[src/rtl/neuron_seq_ctrl.sv]
// neuron_seq_ctrl: sequences N_TAPS (a,w,b) operand fetches through one multiply-add lane and returns sum(a*w+b).
// Optional NEURON_SEQ_SAT_EN makes both additions saturate instead of wrapping.
module neuron_seq_ctrl #(
   parameter int WIDTH  = 32,
   parameter int N_TAPS = 9,
   parameter int ADDR_W = 4
) (
   input  logic              clk,
   input  logic              rst_n,
   input  logic              start,
   output logic              busy,
   output logic              op_rd,
   output logic [ADDR_W-1:0] op_addr,
   input  logic [WIDTH-1:0]  a_in,
   input  logic [WIDTH-1:0]  w_in,
   input  logic [WIDTH-1:0]  b_in,
   output logic [WIDTH-1:0]  sum_out,
   output logic              out_valid,
   input  logic              out_ready
);
   localparam logic [1:0] IDLE  = 2'd0;
   localparam logic [1:0] FETCH = 2'd1;
   localparam logic [1:0] DRAIN = 2'd2;
   localparam logic [1:0] DONE  = 2'd3;
   localparam logic [ADDR_W-1:0] LAST = ADDR_W'(N_TAPS - 1);

   logic [1:0]        state;
   logic [ADDR_W-1:0] idx;
   logic              rd_d;
   logic [WIDTH-1:0]  acc, prod, term, acc_nxt;

   function automatic logic [WIDTH-1:0] add(input logic [WIDTH-1:0] x, input logic [WIDTH-1:0] y);
      logic [WIDTH:0] s;
      s = {x[WIDTH-1], x} + {y[WIDTH-1], y};
`ifdef NEURON_SEQ_SAT_EN
      return (s[WIDTH] != s[WIDTH-1]) ? {s[WIDTH], {(WIDTH-1){~s[WIDTH]}}} : s[WIDTH-1:0];
`else
      return s[WIDTH-1:0];
`endif
   endfunction

   always_comb begin
      prod    = WIDTH'($signed(a_in) * $signed(w_in));
      term    = add(prod, b_in);
      acc_nxt = add(acc, term);
   end

   assign op_rd     = state == FETCH;
   assign op_addr   = idx;
   assign busy      = state != IDLE;
   assign out_valid = state == DONE;
   assign sum_out   = acc;

   // rd_d marks the cycle the operand store returns the triple addressed last cycle
   always_ff @(posedge clk or negedge rst_n) begin
      if (!rst_n) begin
         state <= IDLE;
         idx   <= '0;
         rd_d  <= 1'b0;
         acc   <= '0;
      end else begin
         rd_d <= state == FETCH;
         if (rd_d) acc <= acc_nxt;
         case (state)
            IDLE: if (start) begin
               state <= FETCH;
               idx   <= '0;
               acc   <= '0;
            end
            FETCH: if (idx == LAST) state <= DRAIN;
                   else idx <= idx + 1'b1;
            DRAIN: state <= DONE;
            default: if (out_ready) state <= IDLE;
         endcase
      end
   end
endmodule
[config.mk]
export PLATFORM = sky130hd
export DESIGN_NAME = neuron_seq_ctrl
export DESIGN_NICKNAME = d
export VERILOG_FILES = /design/src/rtl/neuron_seq_ctrl.sv
export SDC_FILE = /design/constraint.sdc
export NUM_CORES = 1
export LEC_CHECK = 0
export ABC_CLOCK_PERIOD_IN_PS = 6400
export CAP_MARGIN = 30
export CORE_UTILIZATION = 45
export DETAILED_ROUTE_END_ITERATION = 7
export PLACE_DENSITY = 0.67
export SYNTH_ARGS = -nofsm -noshare
export SYNTH_HDL_FRONTEND = slang
export SYNTH_SLANG_ARGS = --single-unit
[constraint.sdc]
create_clock -name clk -period 6.4 [get_ports clk]
set_input_delay 1.28 -clock clk [delete_from_list [all_inputs] [get_ports clk]]
set_output_delay 1.28 -clock clk [all_outputs]
set_load 0.02 [all_outputs]
==> flow_summary.ini <==
[yosys]
avgSynthCellArea_um2 = 9.13
synth_top_area_share_pct = 46.8
ys_seq_area_share_pct = 4.86
async_flop_share_pct = 100
synth.ff_latch_count = 39
yosys_warnings = 0
yosysTopAreaCell = fa_1
synth_cells = 2198
synthFlopType = dfrtp_1
syn_area_um2 = 20100
synth-edff-count = 0
synth.area.top_cells = fa_1, inv_1, ha_1
syn_nets = 2935
synth_cell_types = 62

[finish]
final_common_cell = inv_1
drive_above_1_share_pct = 23.7
nFillCells = 3794
seqCellArea_um2 = 976
stdcell_area_um2 = 26200
fin_nets = 3298
final_cell_mix = inv_1, fa_1, and2_1
syn2layout_area_growth_pct = 30.5
layoutNonFillerInstCount = 3155
multi_input_area_um2 = 17400

[route]
vias = 16100
viasPerCell = 5.09
drt-initial-drc-count = 1104
dr_wl_met3_um = 5260
drc = 0
met2_length_um = 29600
antenna_left = 0
firstDrtPassIters = 5
wl_met1_um = 26700
totalWireLength_um = 64400
wl_per_cell_um = 20.4
dr.max_layer_used = met4

[clocking]
clock_path_buffers = 2
clock_sinks = 39
cts_hold_buf = 0
clock-root-buffer = clkbuf_16
clkSlewWorstSetupHoldPaths_ns = 0.07
insertion_delay_ns = 0.30
cts_tree = built
cts_buffers = 5
ctsHtreeMaxLevel = 2

[floorplanning]
die_h_um = 213
dieArea_um2 = 45500
core_um2 = 44100
dieWidth_um = 213
pin_count = 139
start_util_pct = 45.5
core.rowCount = 77

[placed_design]
io_buffers = 138
post-place-cells = 3038
gp_congestion = 0.917
placed_area_um2 = 23900
dp_slack_ns = -1.93
place_hpwl_um = 48800

[setup_path]
worst_ep_required_time_ns = 6.57
crit_path_start_kind = primary input
r2r-end = sum_out[31]$_DFF_PN0_
r2r_start = sum_out[12]$_DFF_PN0_
reg2regPathDepth = 22
crit_type = in2reg
startpoint = w_in[1]
endpoint = sum_out[31]$_DFF_PN0_
path_max_fanout = 7
r2r_setup_slack_ns = 0.49
critPathArrivalTime_ns = 7.69
worstSetupEndpointType = flop

[global_route]
grt_overflow = 0
grt_max_degree = 40
antenna_found_initial = 0
grt_pass1_wl_um = 100000
track_usage_pct = 29.6
grt_pass1_vias = 17700

[timing]
hold_viol_final = 0
setup_violations = 21
setup_slack_ns = -1.12
max_slew_margin_pct = 47.9
fmax_mhz = 133
finalWorstPathRequiredPeriod_ns = 7.52
worst_pin_slew_ns = 0.780
fin_worst_skew_ns = 0.00675
finalCritPeriodShare_pct = 118
tns_ns = -18.66
slew_violations = 0
rsz0062_at_grt = yes

[outcome]
outcome = complete, but fails checks
violations = negative setup slack

[run]
cap_violations = 0

[worst_hold_path]
min_path_type = reg2reg
[cell families (layout without fill, tap and decap cells)]
group                    after synthesis  count (layout)  share of synthesized area [%]
adder cells (fa/ha/maj)              637             637                           57.2
flip-flops                            39              39                           4.86
XOR/XNOR                              83              83                           3.76
AND/OR/NAND/NOR                      643             643                           16.9
AO/OA/AOI/OAI                         95              95                           3.50
other                                  0               1                              0
multiplexers                          20              20                          0.997
buffers and inverters                681            1045                           12.8
[sequential cells by signal, indices dropped and copies added (netlist names)]
signal   flops
op_addr      4
sum_out     32
state        2
rd_d         1
[cell type report]
class                   count  share of cell area (%)
clock buffers               6                   0.492
inverters                 584                    8.37
clock inverters             2                  0.0478
well taps                 592                    2.83
multi-input cells        1478                    66.3
flip-flops and latches     39                    3.73
diodes                      1                 0.00956
repair buffers            453                    18.3
[worst max-delay path, stage by stage]
cell and delay (ns):
buf_6 0.14, buf_16 0.15, buf_6 0.14, nand2_1 0.08, fa_1 0.51, fa_1 0.57, fa_1 0.44, fa_1 0.57
inv_2 0.05, ha_4 0.15, fa_1 0.50, fa_1 0.52, inv_1 0.05, fa_1 0.49, inv_2 0.05, ha_4 0.24
and3_4 0.20, a221oi_4 0.34, o21ai_4 0.11, buf_6 0.14, and4_4 0.16, o31ai_4 0.30, a31oi_1 0.16, xnor2_1 0.15
mux2i_1 0.13, nor2_1 0.06
[cell usage after synthesis (2+ instances only)]
cell type / instances
a211oi_1: 7
a211oi_2: 2
a21boi_1: 2
a21o_1: 11
a21oi_1: 21
a221oi_4: 2
a31oi_1: 4
and2_1: 322
and3_1: 5
buf_1: 4
buf_2: 8
clkbuf_1: 85
dfrtp_1: 39
fa_1: 469
ha_1: 168
inv_1: 584
mux2i_1: 20
nand2_1: 227
nand2_2: 2
nand2b_1: 2
nand3_1: 5
nand3b_1: 2
nand4_1: 2
nand4b_1: 6
nor2_1: 44
nor2b_1: 3
nor3_1: 6
nor4b_1: 4
o211ai_1: 5
o21ai_0: 16
o21ai_1: 4
o21bai_1: 4
o31ai_1: 2
or3_1: 3
xnor2_1: 67
xnor3_1: 2
xor2_1: 14
[layer usage]
layer  GRT usage, %  vias to the layer above
li1               -                     7054
met1           39.9                     8240
met2           47.4                      629
met3           6.41                      141
met4           9.56                        0
met5              0                        -
[what timing repair did]
action	4_1_cts	5_1_grt
gates cloned	20	5
endpoints found under the setup margin	24	24
pin swaps	156	110
buffers inserted	70	14
resized for setup	355	135
[how the worst min path moves through the flow]
stage,startpoint,to,slack [ns],cells past startpoint
finish,op_addr[0]$_DFFE_PN0P_,op_addr[0]$_DFFE_PN0P_,0.56,1
global route,op_addr[0]$_DFFE_PN0P_,op_addr[0]$_DFFE_PN0P_,0.61,1
CTS,op_addr[0]$_DFFE_PN0P_,op_addr[0]$_DFFE_PN0P_,0.56,1
detailed placement,op_addr[0]$_DFFE_PN0P_,op_addr[0]$_DFFE_PN0P_,0.55,1
global placement,op_addr[0]$_DFFE_PN0P_,op_addr[0]$_DFFE_PN0P_,0.55,1
floorplan,state[1]$_DFFE_PN0P_,state[1]$_DFFE_PN0P_,0.60,2
[stage by stage]
stage / hold slack [ns] / util (%)
after floorplan: 0.600 / -
after global placement: 0.547 / 54.2
after detailed placement: 0.552 / 54.2
after CTS: 0.564 / 58.1
after global routing: 0.606 / 59.3
final: 0.556 / 59.4
Power is left out: the tool's default activity adds up to more than one toggle a clock period on the data nets, which glitch-free logic cannot reach.
